### config.mk
export PLATFORM = sky130hd
export DESIGN_NAME = img_action_scheduler
export DESIGN_NICKNAME = d
export VERILOG_FILES = /design/src/rtl/img_action_scheduler.sv
export SDC_FILE = /design/constraint.sdc
export NUM_CORES = 1
export LEC_CHECK = 0
export CORE_MARGIN = 5
export CORE_UTILIZATION = 60
export DETAILED_ROUTE_END_ITERATION = 8
export DONT_BUFFER_PORTS = 1
export PLACE_DENSITY = 0.87
export SYNTH_ARGS = -nofsm -noshare
export SYNTH_HDL_FRONTEND = slang
export SYNTH_SLANG_ARGS = --single-unit
### constraint.sdc
create_clock -name clk -period 7.2 [get_ports clk]
set_input_delay 0.72 -clock clk [delete_from_list [all_inputs] [get_ports clk]]
set_output_delay 0.72 -clock clk [all_outputs]
set_load 0.03 [all_outputs]
### src/rtl/img_action_scheduler.sv
// ============================================================================
// Module   : img_action_scheduler
// Purpose  : Collects and validates a per-pass action list. Issues each action
//            to the image datapath while tracking the working image size.
//            Serialises the 20-bit correlation results MSB first onto a
//            1-bit output.
// Revision : 1.0 - initial release
// ============================================================================
`default_nettype none

module img_action_scheduler #(
    parameter int DEPTH = 8,
    parameter int RES_W = 20
) (
    input  logic             clk,
    input  logic             rst,
    input  logic             size_load,
    input  logic [1:0]       image_size,
    input  logic             in_valid2,
    input  logic [2:0]       action,
    output logic             cmd_valid,
    output logic [2:0]       cmd_op,
    output logic [1:0]       cmd_size,
    input  logic             cmd_ready,
    input  logic             dp_done,
    input  logic             res_valid,
    input  logic [RES_W-1:0] res_data,
    output logic             res_ready,
    output logic             out_valid,
    output logic             out_value,
    output logic             busy,
    output logic             seq_err,
    output logic             pass_done
);

    localparam int IDX_W = (DEPTH > 1) ? $clog2(DEPTH) : 1;
    localparam int CNT_W = $clog2(DEPTH + 1);
    localparam int BIT_W = (RES_W > 1) ? $clog2(RES_W) : 1;

    // The list check is done in the closing cycle of COLLECT (the first beat-free
    // cycle), so a failing list reports two cycles after its last beat.
    typedef enum logic [2:0] {
        ST_IDLE    = 3'd0,
        ST_COLLECT = 3'd1,
        ST_ISSUE   = 3'd2,
        ST_WAIT    = 3'd3,
        ST_SERIAL  = 3'd4,
        ST_DONE    = 3'd5
    } state_t;

    state_t           state_q;
    logic [2:0]       queue_q [DEPTH];
    logic [CNT_W-1:0] count_q;
    logic [IDX_W-1:0] rdptr_q;
    logic [2:0]       last_q;
    logic             ovf_q;
    logic [1:0]       base_size_q;
    logic [1:0]       cur_size_q;
    logic [2:0]       op_q;
    logic [8:0]       remaining_q;
    logic [RES_W-1:0] shift_q;
    logic [BIT_W-1:0] bitcnt_q;
    logic             active_q;
    logic             seq_err_q;

    logic [2:0]       w_head;
    logic             w_skip;
    logic             w_last_bit;
    logic             w_load;
    logic             w_list_ok;

    // Words per correlation pass: (4 << size) squared.
    function automatic logic [8:0] words_for(input logic [1:0] size);
        case (size)
            2'd0:    words_for = 9'd16;
            2'd1:    words_for = 9'd64;
            default: words_for = 9'd256;
        endcase
    endfunction

    assign w_head     = queue_q[rdptr_q];
    assign w_skip     = (state_q == ST_ISSUE) && (w_head == 3'd3) && (cur_size_q == 2'd0);
    assign w_last_bit = active_q && (bitcnt_q == BIT_W'(RES_W - 1));
    assign w_load     = res_valid && res_ready;

    assign cmd_valid  = (state_q == ST_ISSUE) && !w_skip;
    assign cmd_op     = cmd_valid ? w_head : 3'd0;
    assign cmd_size   = cmd_valid ? cur_size_q : 2'd0;
    assign res_ready  = (state_q == ST_SERIAL) && (!active_q || w_last_bit) && (remaining_q != 9'd0);
    assign out_valid  = active_q;
    assign out_value  = active_q & shift_q[RES_W-1];
    assign busy       = (state_q != ST_IDLE);
    assign seq_err    = seq_err_q;
    assign pass_done  = (state_q == ST_DONE);

    // List legality: grayscale first, correlation last, neither in between, no overflow.
    always_comb begin
        w_list_ok = (queue_q[0] <= 3'd2) && (last_q == 3'd7) && !ovf_q;
        for (int i = 1; i < DEPTH; i++) begin
            if (((i + 1) < int'(count_q)) && ((queue_q[i] <= 3'd2) || (queue_q[i] == 3'd7))) begin
                w_list_ok = 1'b0;
            end
        end
    end

    // Sequencing FSM: list capture, command issue, size tracking and pass control.
    always_ff @(posedge clk) begin
        if (rst) begin
            state_q     <= ST_IDLE;
            for (int i = 0; i < DEPTH; i++) begin
                queue_q[i] <= 3'd0;
            end
            count_q     <= '0;
            rdptr_q     <= '0;
            last_q      <= 3'd0;
            ovf_q       <= 1'b0;
            base_size_q <= 2'd0;
            cur_size_q  <= 2'd0;
            op_q        <= 3'd0;
            remaining_q <= 9'd0;
            seq_err_q   <= 1'b0;
        end else begin
            seq_err_q <= 1'b0;
            case (state_q)
                ST_IDLE: begin
                    if (size_load) begin
                        base_size_q <= (image_size == 2'd3) ? 2'd2 : image_size;
                    end
                    if (in_valid2) begin
                        queue_q[0] <= action;
                        last_q     <= action;
                        count_q    <= CNT_W'(1);
                        rdptr_q    <= '0;
                        ovf_q      <= 1'b0;
                        state_q    <= ST_COLLECT;
                    end
                end
                ST_COLLECT: begin
                    if (in_valid2) begin
                        if (count_q < CNT_W'(DEPTH)) begin
                            queue_q[count_q[IDX_W-1:0]] <= action;
                            last_q  <= action;
                            count_q <= count_q + CNT_W'(1);
                        end else begin
                            ovf_q <= 1'b1;
                        end
                    end else if (w_list_ok) begin
                        cur_size_q <= base_size_q;
                        state_q    <= ST_ISSUE;
                    end else begin
                        seq_err_q <= 1'b1;
                        count_q   <= '0;
                        ovf_q     <= 1'b0;
                        state_q   <= ST_IDLE;
                    end
                end
                ST_ISSUE: begin
                    if (w_skip) begin
                        rdptr_q <= rdptr_q + IDX_W'(1);
                    end else if (cmd_ready) begin
                        op_q    <= w_head;
                        rdptr_q <= rdptr_q + IDX_W'(1);
                        state_q <= ST_WAIT;
                    end
                end
                ST_WAIT: begin
                    if (dp_done) begin
                        if (op_q == 3'd3) begin
                            cur_size_q <= cur_size_q - 2'd1;
                        end
                        if (op_q == 3'd7) begin
                            remaining_q <= words_for(cur_size_q);
                            state_q     <= ST_SERIAL;
                        end else begin
                            state_q <= ST_ISSUE;
                        end
                    end
                end
                ST_SERIAL: begin
                    if (w_load) begin
                        remaining_q <= remaining_q - 9'd1;
                    end
                    if (w_last_bit && (remaining_q == 9'd0)) begin
                        state_q <= ST_DONE;
                    end
                end
                ST_DONE: begin
                    count_q <= '0;
                    rdptr_q <= '0;
                    ovf_q   <= 1'b0;
                    state_q <= ST_IDLE;
                end
                default: begin
                    state_q <= ST_IDLE;
                end
            endcase
        end
    end

    // Result shifter: a word loaded on the last bit of the previous one continues seamlessly.
    always_ff @(posedge clk) begin
        if (rst) begin
            shift_q  <= '0;
            bitcnt_q <= '0;
            active_q <= 1'b0;
        end else if (w_load) begin
            shift_q  <= res_data;
            bitcnt_q <= '0;
            active_q <= 1'b1;
        end else if (active_q) begin
            if (w_last_bit) begin
                active_q <= 1'b0;
            end else begin
                shift_q  <= {shift_q[RES_W-2:0], 1'b0};
                bitcnt_q <= bitcnt_q + BIT_W'(1);
            end
        end
    end

endmodule

`default_nettype wire

==> results of run 1 <==
power groups by stage:
stage / Clock [W] / Combinational [W] / Sequential (W)
3_3_place_gp: 0 / 0.000235 / 0.000573
5_1_grt: 0.000346 / 0.000277 / 0.000572
4_1_cts: 0.000323 / 0.000248 / 0.000565
3_5_place_dp: 0 / 0.000245 / 0.000576
6_report: 0.000318 / 0.000249 / 0.000565
2_1_floorplan: 0 / 0.000244 / 0.000544
kinds of logic (layout without fill, tap and decap cells):
family / after synthesis / count (layout) / share of synthesized area [%]
and+or+nand+nor: 221 / 221 / 25.47
AOI/OAI and AO/OA: 92 / 92 / 15.11
DFF: 84 / 84 / 43.71
buffers and inverters: 41 / 31 / 4.895
xor gates and xnor gates: 15 / 15 / 2.988
muxes: 15 / 15 / 5.265
adders and majority gates: 9 / 9 / 2.561
critical path, stage by stage (launching register included):
cell and delay, ns:
dfxtp_1 0.53, mux4_1 0.59, mux2_2 0.30, nand4_1 0.15, nand2_1 0.12, inv_2 0.22, and2_1 0.35
state kept, by name (all words and copies together) (netlist names), 4 cells and up, named ones only:
signal and cells:
remaining_q 9, shift_q 20, queue_q 24, bitcnt_q 5, count_q 4
cells in the mapped netlist, types with 6 or more instances:
cell type   n
nor2_1     53
nand2_1    63
clkbuf_1   19
o21ai_0    11
ha_1        9
or2_2       6
nand3_1     8
edfxtp_1   24
a21oi_1    29
nor2b_1     6
xnor2_1     8
xor2_1      7
a311oi_1   19
mux2i_1     7
dfxtp_1    60
nor3_1     18
and2_1     27
inv_1      13
layout by cell type, fill, tap and decap left out, drive strengths merged, types with 3 or more instances in the layout:
cell	Yosys	layout
a211oi	3	3
a21oi	29	29
a311oi	19	19
and2	27	27
and3	6	6
clkbuf	24	9
dfxtp	60	60
edfxtp	24	24
ha	9	9
inv	14	18
mux2i	7	7
mux4	6	6
nand2	63	63
nand3	8	8
nand3b	3	3
nand4	4	4
nor2	53	53
nor2b	6	6
nor3	21	21
nor3b	5	5
o21ai	11	11
or2	9	9
or4	3	3
xnor2	8	8
xor2	7	7
per-stage QoR:
stage	std cells	power, W	worst slack [ns]	cell area [um^2]	hold slack, ns
floorplan	477	0.0007884	4.265	4397	0.4367
global placement	550	0.0008081	4.270	4365	0.4498
detailed placement	550	0.0008210	4.225	4365	0.4643
CTS	566	0.001135	3.819	4547	0.3931
global route	566	0.001194	3.613	4547	0.3995
finish	566	0.001132	3.850	4547	0.4020
how the worst min path moves through the flow:
stage,from,endpoint,slack [ns],cells past startpoint
detailed placement,shift_q[6],shift_q[6],0.46,2
global placement,shift_q[18],shift_q[18],0.45,2
global route,rst,shift_q[5],0.40,1
finish,rst,shift_q[6],0.40,1
CTS,rst,shift_q[6],0.39,1
floorplan,base_size_q[1],base_size_q[1],0.44,2
layer usage:
metal  track usage, %  up-vias  wire (um)
li1                 -     1676          -
met1            28.74     1652       4197
met2            35.03      104       4450
met3            5.130       21        540
met4            9.005        0        195
met5                0        -          0
final cells by class:
type,count,area [um^2]
clock buffer,9,123.9
clock inverter,7,57.56
fill,579,2629
inverter,14,52.55
multi-input combinational,352,2260
sequential,84,1922
tap,99,123.9
timing repair buffer,1,7.507
==> out/metrics.csv, run 1 <==
metric,value,unit
area share of the largest cell type after synthesis,27.32,%
IO Pins,44,
Iteration-0 DRC Markers,237,
final estimated routing congestion in global placement,0.8413,
status,completed,
die area,9139,um^2
Tcrit/Tclk final,46.52,%
syn_nets,518,
remaining antenna violation count,0,
most area-hungry cell type in the Yosys netlist,dfxtp_1,
"Setup violations, final",0,
drt drc,0,
Reg-to-Reg Start,bitcnt_q[0],
die width,95.60,um
core box area,7176,um^2
final-report hold violation count,0,
critical path required time,6.48,ns
Power Internal,0.0007467,W
setup TNS,0,ns
CTS root buffer,clkbuf_8,
Slew Limit Headroom,40.15,%
PostCTS Resize Cnt,0,
Post-synth EDFFs,24,
cts hold-fix bufs,0,
row count,31,
"Top FF cell, synth",dfxtp_1,
part of the power in registers,49.9,%
post-CTS setup buffer count,0,
Pwr Density,248.9,nW/um^2
worst skew pair latency,0.38,ns
max-slew violation total from the final report,0,
crit path capture,cmd_op[1],
Sw Ratio,34.03,%
MaxCap Viol Count,0,
clk_skew,0.01124,ns
register area share after synthesis,43.71,%
"Reg clk slew, reported paths",0.10,ns
Worst VDD drop,122.8,uV
Fmax achieved,298.5,MHz
Detailed Route WL,9384,um
P_leak,1.623,nW
H-tree depth,3,
"Data arrival, critical path",2.63,ns
fin util,63.37,%
number of buffers created by CTS,9,
TritonCTS clock tree,done,
Nets,503,
area grow syn2layout,3.415,%
n_diodes,0,
Sinks on Clock Net,84,
r2r worst-path depth,7,
Worst Path Max Fanout,8,
vias in the first global route,3321,
Synth warnings,0,
CP startpoint kind,flop,
gr ovfl total,0,
clock buffer depth,2,
r2r setup slk,4.55,ns
Initial Util,61.27,%
DP Wirelength,6602,um
Hold Path Class,input pin to flop,
synth top area cells,"dfxtp_1 (27%), edfxtp_1 (16%), nand2_1 (5.4%)",
layout cells sized above 1,8.994,%
IO buf count,0,
DR vias/cell,6.101,
Setup crit end kind,primary output,
clock power share,28.1,%
worst-margin pin slew,0.8957,ns
crit path time final,3.350,ns
Tot GR Track Use,21.99,%
largest net degree at the start of global routing,64,
DR vias,3453,
mean area per synthesized cell,9.217,um^2
Post-synth ARST share,0,%
first-pass GRT wire length,15700,um
RSZ-0062 raised after global routing,no,
DRT Pass-1 Iters,5,
initial antenna violation count,0,
R2R Path End,shift_q[18],
Synth Cell Area,4397,um^2
Synth cell types,70,
Switching Power,0.0003852,W
"flops & latches, synth",84,
power share of the combinational group,22.0,%
die height,95.60,um
DR WL/cell,16.58,um
Cells after Synth,477,
critical path class,flop to primary output,
(Power assumes the default switching activity.)
==> run 2: changes to the inputs <==
--- a/config.mk
+++ b/config.mk
@@ -6,10 +6,10 @@
 export NUM_CORES = 1
 export LEC_CHECK = 0
 export CORE_MARGIN = 5
-export CORE_UTILIZATION = 60
+export CORE_UTILIZATION = 57
 export DETAILED_ROUTE_END_ITERATION = 8
 export DONT_BUFFER_PORTS = 1
-export PLACE_DENSITY = 0.87
+export PLACE_DENSITY = 0.86
 export SYNTH_ARGS = -nofsm -noshare
 export SYNTH_HDL_FRONTEND = slang
 export SYNTH_SLANG_ARGS = --single-unit
==> constraint.sdc (replaced) <==
create_clock -name clk -period 2.68 [get_ports clk]
set_input_delay 0.268 -clock clk [delete_from_list [all_inputs] [get_ports clk]]
set_output_delay 0.268 -clock clk [all_outputs]
set_load 0.03 [all_outputs]
==> out/metrics.csv, run 2 (synthesized netlist as in run 1, its figures left out) <==
metric,value,unit
Tot Pwr,0.003203,W
Switching Power,0.001045,W
Tot GR Track Use,21.06,%
number of buffers created by CTS,9,
top flop regs,"queue_q x24, shift_q x20, remaining_q x9",
DRT Pass-1 Iters,5,
die area,9570,um^2
P_leak,1.725,nW
IO Pins,44,
Worst Path Max Fanout,8,
Sw Ratio,32.61,%
H-tree depth,3,
status,completed,
Sinks on Clock Net,84,
Detailed Route WL,9858,um
worst skew pair latency,0.36,ns
final hold slack,0.03942,ns
Largest register FFs,24,
Nets,517,
row count,32,
RSZ-0062 raised after global routing,yes,
DR WL/cell,16.91,um
clk_skew,0.01137,ns
Slew Limit Headroom,43.13,%
first-pass GRT wire length,16460,um
die height,97.83,um
IO buf count,0,
Worst VDD drop,404.9,uV
Fmax achieved,386.9,MHz
n_diodes,0,
Power Internal,0.002159,W
Tcrit/Tclk final,96.44,%
area grow syn2layout,7.314,%
part of the power in registers,47.2,%
"commonest non-fill, non-tap cells in the layout","nand2_1 (63), dfxtp_1 (59), nor2_1 (53), a21oi_1 (29), and2_1 (25)",
"commonest non-fill, non-tap cell in the layout",nand2_1,
remaining antenna violation count,0,
max-slew violation total from the final report,0,
die width,97.83,um
"Data arrival, critical path",2.32,ns
DP Wirelength,6925,um
core box area,7607,um^2
Hold Path Class,input pin to flop,
largest net degree at the start of global routing,47,
Iteration-0 DRC Markers,249,
critical path class,flop to primary output,
clock buffer depth,2,
crit path time final,2.585,ns
Pwr Density,678.9,nW/um^2
"Reg clk slew, reported paths",0.09,ns
MaxCap Viol Count,0,
TritonCTS clock tree,done,
Biggest register,queue_q,
power share of the combinational group,23.6,%
final estimated routing congestion in global placement,0.9060,
worst-margin pin slew,0.8465,ns
critical path required time,2.41,ns
layout cells sized above 1,11.85,%
gr ovfl total,0,
CP startpoint kind,flop,
vias in the first global route,3541,
drt drc,0,
DR vias,3571,
Setup crit end kind,primary output,
CTS root buffer,clkbuf_8,
final-report hold violation count,0,
clock power share,29.2,%
Initial Util,57.80,%
"Setup violations, final",0,
initial antenna violation count,0,
DR vias/cell,6.125,
-- run 2: cell count changes in the layout (fill, tap and decap cells not counted), sizes merged --
cell	delta
inv	-2
dlygate4sd3	+2
bufinv	+1
clkinv	+2
clkbuf	+1
buf	+12
clkinvlp	-2
-- run 2: area by class of cell --
| type | count | area (um^2) |
|---|---|---|
| fillers | 623 | 2889 |
| multi-input cells | 352 | 2262 |
| flip-flops and latches | 84 | 1926 |
| repair buffers | 15 | 142.6 |
| clock buffers | 10 | 137.6 |
| well taps | 102 | 127.6 |
| clock inverters | 6 | 70.07 |
| inverters | 14 | 52.55 |
-- run 2: power by group through the flow --
stage	Sequential, W	Combinational, W	Clock [W]
after floorplan	0.00146	0.000656	0
after global placement	0.00152	0.000693	0
after detailed placement	0.00153	0.000718	0
after CTS	0.00151	0.000745	0.000949
after global routing	0.00153	0.000825	0.00100
final	0.00151	0.000756	0.000934
-- run 2: critical path, cell delays in order, from the launching register on --
cell and delay (ns):
dfxtp_4 0.41, mux4_1 0.56, mux2_2 0.31, nand4_1 0.15
nand2_1 0.13, inv_2 0.14, and2_2 0.26
-- run 2: path summary, 6_finish.rpt --
kind	slack, ns	end	cells past startpoint	startpoint
min reg2reg	0.48	cur_size_q[1]	2	cur_size_q[1]
max reg2reg	0.15	cur_size_q[0]	6	queue_q[1][2]
max	0.1	cmd_op[1]	6	flop
min	0.04	base_size_q[1]	2	image_size[1]
-- run 2: layer usage --
| layer | track usage (%) | share of wire (%) | vias to the layer above | routed length (um) |
|---|---|---|---|---|
| met4 | 8.839 | 2.7 | 0 | 265 |
| met5 | 0 | 0 | - | 0 |
| met3 | 5.714 | 7.1 | 30 | 702 |
| met2 | 34.24 | 48 | 132 | 4751 |
| met1 | 26.44 | 42 | 1711 | 4138 |
| li1 | - | - | 1698 | - |
-- run 2: through the flow --
| stage | std cells | setup WS [ns] | TNS, ns | utilization (%) | cell area [um^2] |
|---|---|---|---|---|---|
| 2_1_floorplan | 477 | 0.1967 | 0 | - | 4397 |
| 3_3_place_gp | 564 | 0.2835 | 0 | 58.68 | 4464 |
| 3_5_place_dp | 564 | 0.1896 | 0 | 58.68 | 4464 |
| 4_1_cts | 583 | 0.04921 | 0 | 61.99 | 4716 |
| 5_1_grt | 583 | -0.02826 | -0.05144 | 62.02 | 4718 |
| 6_report | 583 | 0.09533 | 0 | 62.02 | 4718 |
-- run 2: repair_timing --
item	in CTS	in global routing
hold buffers	3	0
gates cloned	0	0
resized for setup	3	1
endpoints found under the hold margin	47	0
setup endpoints to repair	2	4
setup buffers	0	0
pin swaps	0	0
==> run 3: changes to the inputs <==
--- a/config.mk
+++ b/config.mk
@@ -6,10 +6,10 @@
 export NUM_CORES = 1
 export LEC_CHECK = 0
 export CORE_MARGIN = 5
-export CORE_UTILIZATION = 57
+export CORE_UTILIZATION = 50
 export DETAILED_ROUTE_END_ITERATION = 8
 export DONT_BUFFER_PORTS = 1
-export PLACE_DENSITY = 0.86
+export PLACE_DENSITY = 0.79
 export SYNTH_ARGS = -nofsm -noshare
 export SYNTH_HDL_FRONTEND = slang
 export SYNTH_SLANG_ARGS = --single-unit
==> out/metrics.csv, run 3 (synthesized netlist as in run 1, its figures left out) <==
metric,value,unit
status,completed,
row count,34,
Detailed Route WL,9985,um
critical path required time,2.41,ns
MaxCap Viol Count,0,
"commonest non-fill, non-tap cell in the layout",nand2_1,
Worst VDD drop,286.4,uV
final-report hold violation count,0,
TritonCTS clock tree,done,
clock buffer depth,2,
first-pass GRT wire length,16310,um
# fillers,749,
met1 usage,24.39,%
DRT Pass-1 Iters,5,
Tot Pwr,0.003263,W
die width,103.8,um
CTS root buffer,clkbuf_8,
final hold slack,0.04017,ns
IO Pins,44,
Nets,517,
GR met2 Demand/Resource,29.01,%
r2r worst-path depth,6,
DR vias/cell,6.003,
"Setup violations, final",0,
gr ovfl total,0,
Hold Path Class,input pin to flop,
drt drc,0,
Biggest register,queue_q,
H-tree depth,3,
gr busiest metal,met2,
number of buffers created by CTS,9,
Slew Limit Headroom,53.28,%
Reg-to-Reg Start,queue_q[1][0],
max-slew violation total from the final report,0,
vias in the first global route,3302,
Tcrit/Tclk final,96.22,%
n_diodes,0,
layout cells sized above 1,12.06,%
worst-margin pin slew,0.6955,ns
top flop regs,"queue_q x24, shift_q x20, remaining_q x9",
final estimated routing congestion in global placement,0.8293,
area grow syn2layout,7.940,%
fin util,54.96,%
RSZ-0062 raised after global routing,yes,
Worst Hold Depth,2,
Fmax achieved,387.8,MHz
clk_skew,0.01122,ns
"commonest non-fill, non-tap cells in the layout","nand2_1 (63), dfxtp_1 (59), nor2_1 (53), a21oi_1 (29), and2_1 (25)",
Final Non-Filler Cells,589,
P_leak,1.731,nW
worst skew pair latency,0.36,ns
IO buf count,0,
Iteration-0 DRC Markers,340,
"Reg clk slew, reported paths",0.09,ns
initial antenna violation count,0,
placed cells,570,
Pwr Density,687.6,nW/um^2
Setup crit end kind,primary output,
global routing met3 resource utilization,3.669,%
die area,10770,um^2
hold wc startpoint,res_data[0],
crit path time final,2.579,ns
remaining antenna violation count,0,
core box area,8636,um^2
Tot GR Track Use,18.19,%
largest net degree at the start of global routing,47,
critical path class,flop to primary output,
Largest register FFs,24,
DP Wirelength,6872,um
DR vias,3536,
setup TNS,0,ns
Initial Util,50.91,%
CP startpoint kind,flop,
DR WL/cell,16.95,um
die height,103.8,um
Sinks on Clock Net,84,
post-CTS setup buffer count,0,
Worst Path Max Fanout,8,
"Data arrival, critical path",2.31,ns
==> run 3: changes by cell type in the layout (fill, tap and decap cells not counted) <==
cell        before  now
clkinv_4         2    0
clkbuf_16        0    1
clkbuf_8        10    9
clkinv_2         1    0
clkinvlp_4       0    1
inv_6            2    3
inv_8            0    1
mux2i_1          7    6
mux2i_2          0    1
==> run 3: where the power goes <==
group	switching, W	internal (W)	leakage [nW]
sequential	0.000115	0.00139	0.735
clock	0.000503	0.000504	0.111
combinational	0.000444	0.000301	0.885
==> run 3: area by class of cell <==
cell class / instances / area [um^2] / share of cell area, %
clock buffers: 10 / 148.9 / 3.137
clock inverters: 6 / 75.07 / 1.582
inverters: 14 / 52.55 / 1.107
multi-input cells: 352 / 2266 / 47.75
flip-flops and latches: 84 / 1926 / 40.57
well taps: 108 / 135.1 / 2.847
repair buffers: 15 / 142.6 / 3.006
==> run 3: per-stage QoR <==
stage | setup slack (ns) | instance area [um^2]
4_1_cts | 0.02931 | 4740
3_5_place_dp | 0.2123 | 4472
3_3_place_gp | 0.2802 | 4472
5_1_grt | -0.01594 | 4746
6_report | 0.1013 | 4746
2_1_floorplan | 0.1967 | 4397
==> run 3: routing by layer <==
layer / part of all wire (%) / wire, um
met2: 48 / 4822
met5: 0 / 0
met4: 2.1 / 208
met1: 45 / 4481
met3: 4.7 / 472
==> run 3: what timing repair did <==
action,CTS,global route
endpoints found under the setup margin,4,2
hold endpoints to repair,47,0
resized for setup,3,2
hold buffers,3,0
==> run 3: final timing paths <==
check,end,slack (ns)
worst max register to register,cur_size_q[0],0.18
worst min-delay path,shift_q[0],0.04
worst min register to register,shift_q[0],0.48
worst max-delay path,cmd_op[0],0.10
==> run 3: worst max-delay path: stages, from the launching register on <==
cell	delay [ns]
dfxtp_4	0.42
mux4_1	0.57
mux2_2	0.30
nand4_1	0.14
nand2_1	0.13
inv_2	0.14
and2_2	0.25
==> edit 1 (config.mk and constraints of run 3) <==
One comparison of `bitcnt_q` changes from == to >=.
--- a/src/rtl/img_action_scheduler.sv
+++ b/src/rtl/img_action_scheduler.sv
@@ -80,7 +80,7 @@
 
     assign w_head     = queue_q[rdptr_q];
     assign w_skip     = (state_q == ST_ISSUE) && (w_head == 3'd3) && (cur_size_q == 2'd0);
-    assign w_last_bit = active_q && (bitcnt_q == BIT_W'(RES_W - 1));
+    assign w_last_bit = active_q && (bitcnt_q >= BIT_W'(RES_W - 1));
     assign w_load     = res_valid && res_ready;
 
     assign cmd_valid  = (state_q == ST_ISSUE) && !w_skip;
Check against the original RTL: same outputs for any inputs over 4 cycles, from zero or initial values and one cycle with rst high; that may be too few to reach the edited logic, so the function may still have changed.
==> edit 1 against run 3 <==
- die area is 2.0% lower
- first-iteration DRC count decreased by 15%
- sequential cell count stayed put
- critical endpoint unchanged
- sequential share of layout area about the same
- final cell count down 4.2%
- synthesized area fell by 2.2%
- setup slack improved by 0.053 ns
- wire length down 3.6%
- synthesized cell count is 6.3% lower
- utilization up 2.1 points
- final area shrank 0.18%
Power is not compared: it rests on default switching activity, and its combinational part moved more than twofold at a synthesized area within 25%.
==> edit 1: results (changes against run 3) <==
| Metric | Value |
|---|---|
| Drt wl/cell | 17.06 µm (+0.64%) |
| GRT Total Usage | 0.1921 (+0.01015) |
| Largest net degree at the start of global routing | 49 (+4.3%) |
| Worst Path Arrival | 2.26 ns (-0.05 ns) |
| Vias per cell | 5.920 (-1.4%) |
| Part of the Yosys area used for sequential elements | 0.4470 (+0.009923) |
| Met3 usage in global routing | 0.05277 (+0.01608) |
| Reg-to-reg critical path endpoint | shift_q[9] |
| Diodes inserted | 0 (unchanged) |
| Hold endpoint | remaining_q[8] |
| Post-synthesis mux area share | 0.06403 (+0.01138) |
| HP Start | rst |
| Hold depth | 1 (-1) |
| Placed cell count | 545 (-4.4%) |
| Drt first pass iters | 4 (-1) |
| R2R depth | 10 (+4) |
| Post-synthesis adder-cell area fraction | 0.02619 (+0.0005814) |
| First-pass GRT wire length | 15.81 mm (-3.1%) |
| Clk_skew | 0.01704 ns (+0.005816 ns) |
| Reg2reg setup slack | 0.30 ns (+0.12 ns) |
| Slew headroom | 0.5427 (+0.009897) |
| Drt initial violations | 290 (-15%) |
| M1 GR Usage | 0.2550 (+0.01116) |
| Share of cells above drive strength 1 | 0.1394 (+0.01885) |
| Largest cells by area after synthesis | dfxtp_1 (28%), edfxtp_1 (17%), a21oi_1 (4.0%) |
| Finished Layout Cells | 564 (-4.2%) |
| Syn_nets | 488 (-5.8%) |
| Leading register cell type out of synthesis | dfxtp_1 |
| Xor/xnor share of the synthesized area | 0.01630 (-0.01358) |
| Post-synthesis compound-gate area fraction | 0.1842 (+0.03312) |
| Final nets | 495 (-4.3%) |
| Vias in the first global route | 3,279 (-0.70%) |
| Routability congestion estimate from global placement | 0.9346 (+13%) |
| Critical path fanouts, max | 6 (-2) |
| Global-route met2 utilization | 0.3044 (+0.01430) |
| Post-place setup slack | 0.3281 ns (+0.1158 ns) |
| Status | complete, no violations |
| Synth top cells by count | dfxtp_1 (60), nand2_1 (43), a21oi_1 (34) |
==> edit 1: cell types whose count changed after synthesis, moves of 5 or more <==
cell	before	now
clkbuf_8	5	0
a21oi_1	29	34
a311oi_1	19	1
buf_2	0	6
nand2_1	63	43
a22oi_1	2	20
nor2_1	53	32
xnor2_1	8	1
==> edit 1: cell type report <==
cell class,count,area (µm²)
sequential,84,1923
clock buffer,9,123.9
fill,717,3562
multi-input combinational,327,2235
tap,105,131.4
inverter,13,48.80
clock inverter,7,120.1
timing repair buffer,19,155.1
==> edit 1: power by group through the flow <==
stage               Sequential (µW)  Clock, µW  Combinational, µW
CTS                            1360       1110                188
detailed placement             1390          0                172
global placement               1390          0                168
finish                         1360       1090                193
floorplan                      1380          0                147
global route                   1360       1170                211
==> edit 1: worst max path at each step <==
stage                         from         end  slack (ns)  cells after the start
floorplan                flip-flop   cmd_op[0]        0.24                      6
global route             flip-flop   cmd_op[0]        0.04                      6
detailed placement  remaining_q[0]  shift_q[1]        0.33                     10
global placement         flip-flop   cmd_op[0]        0.41                      6
CTS                      flip-flop   cmd_op[0]        0.06                      6
finish                   flip-flop   cmd_op[0]        0.15                      6
==> edit 1: what timing repair did <==
item	4_1_cts	5_1_grt
pin swaps	0	1
setup buffers	0	2
gates resized for setup	1	1
endpoints found under the setup margin	1	2
hold buffers	1	0
hold endpoints to repair	51	0
==> edit 1: metrics by stage <==
step	area, µm²	hold WS, ns	util
finish	4737	0.02481	0.5708
floorplan	4299	0.4040	-
global placement	4456	0.3435	0.5369
CTS	4721	0.01458	0.5688
detailed placement	4456	0.3408	0.5369
global route	4737	0.01181	0.5708
==> edit 1: per-layer routing <==
metal | vias to the layer above | wire length, µm
li1 | 1652 | -
met1 | 1600 | 4282
met2 | 73 | 4537
met3 | 14 | 651
met4 | 0 | 151
met5 | - | 0
==> edit 2 (settings of run 3) <==
Without the edit above. The parameter `DEPTH` goes from 8 to 4.
--- a/src/rtl/img_action_scheduler.sv
+++ b/src/rtl/img_action_scheduler.sv
@@ -9,7 +9,7 @@
 `default_nettype none
 
 module img_action_scheduler #(
-    parameter int DEPTH = 8,
+    parameter int DEPTH = 4,
     parameter int RES_W = 20
 ) (
     input  logic             clk,
Function: changed (a bounded check fails within 10 cycles, from zero or initial values and one cycle with rst high).
==> edit 2 against run 3 <==
- setup slack improved by 0.13 ns
- register-to-register slack improved by 0.20 ns
- final area decreased by 20%
- sequential cell count decreased by 15
- synthesized area decreased by 21%
- first-iteration DRC count decreased by 6.2%
- wire length decreased by 20%
- largest cell class unchanged
Power is not compared: it rests on default switching activity, and its combinational part moved more than twofold at a synthesized area within 25%.
==> edit 2: results (changes against run 3) <==
| Metric | Value |
|---|---|
| Status | complete, no violations |
| Part of the Yosys area used for sequential elements | 0.4349 (-0.002169) |
| Actual slew at the worst max-slew pin | 0.9814 ns (+0.2859 ns) |
| Synth top cells by count | dfxtp_1 (57), nand2_1 (51), a21oi_1 (49) |
| Share of cells above drive strength 1 | 0.1095 (-0.01109) |
| M1 GR Usage | 0.2454 (+0.001572) |
| Largest cells by area after synthesis | dfxtp_1 (33%), edfxtp_1 (10%), a21oi_1 (7.1%) |
| Crit path to | cmd_op[1] |
| # fillers | 605 (-19%) |
| Syn_nets | 440 (-15%) |
| Largest registers | shift_q: 20 flops, queue_q: 12 flops, remaining_q: 9 flops |
| Worst stage delay on the critical path | 0.66 ns (+0.09 ns) |
| Met2 wire len | 3.744 mm (-22%) |
| Overall Power | 2261 µW |
| Met1 WL | 3.430 mm (-23%) |
| Final nets | 445 (-14%) |
| Worst setup margin | 0.2287 ns (+0.1274 ns) |
| Hpwl dp | 5.543 mm (-19%) |
| Mapped Cells | 401 (-16%) |
| First-pass GRT wire length | 13.53 mm (-17%) |
| Finished Layout Cells | 491 (-17%) |
| Drt initial violations | 319 (-6.2%) |
| Routability congestion estimate from global placement | 0.8657 (+4.4%) |
| DP Area | 0.003556 mm² (-20%) |
| Vias in the first global route | 2,896 (-12%) |
| Global-route met2 utilization | 0.3041 (+0.01407) |
| Post-place setup slack | 0.4137 ns (+0.2015 ns) |
| Clk_skew | 0.01073 ns (-0.0004915 ns) |
| Drt wl/cell | 16.20 µm (-4.5%) |
| R2R depth | 7 (+1) |
| Number of synthesized flops with an enable pin | 12 (-50%) |
| Post-synthesis cell type count | 62 (-11%) |
| Metal3 WL | 631 µm (+34%) |
| Vias per cell | 6.118 (+1.9%) |
edit 2: cell types whose count changed after synthesis, moves of 5 or more:
cell,change
edfxtp_1,-12
o21ai_1,+7
nand2_1,-12
and2_1,-19
clkbuf_8,-5
nor3_1,-5
a22oi_1,+18
a21oi_1,+20
nor2_1,-17
or2_2,-5
xnor2_1,-7
a311oi_1,-18
clkbuf_1,-7
edit 2: worst min path at each step:
| stage | startpoint | endpoint | slack (ns) | depth (start not counted) |
|---|---|---|---|---|
| after floorplan | action[0] | last_q[0] | 0.40 | 2 |
| after global placement | rst | last_q[2] | 0.35 | 1 |
| after detailed placement | rst | last_q[2] | 0.35 | 1 |
| after CTS | rst | remaining_q[4] | 0.03 | 1 |
| after global routing | rst | remaining_q[4] | 0.04 | 1 |
| final | rst | remaining_q[4] | 0.04 | 1 |
edit 2: repair_timing:
action / CTS / global route
resized for setup: 0 / 0
endpoints found under the setup margin: 0 / 0
hold endpoints to repair: 50 / 0
hold buffers: 1 / 0
edit 2: layout make-up:
cell class / instances / area, µm² / area share
Multi-Input combinational cell: 294 / 1793 / 0.4695
Sequential cell: 69 / 1501 / 0.3932
Clock buffer: 10 / 148.9 / 0.03899
Timing Repair Buffer: 13 / 110.1 / 0.02883
Tap cell: 80 / 100.1 / 0.02621
Clock inverter: 6 / 93.84 / 0.02457
Inverter: 19 / 71.32 / 0.01868
edit 2: kinds of logic (layout without fill, tap and decap cells):
logic type,count (synthesis),in the layout,share of synthesized area
adder cells (fa/ha/maj),7,7,0.02537
multiplexers,15,15,0.05328
AO/OA/AOI/OAI,114,114,0.2102
buffers and inverters,38,48,0.04566
AND/OR/NAND/NOR,154,154,0.2204
flip-flops,69,69,0.4349
XOR/XNOR,4,4,0.01015
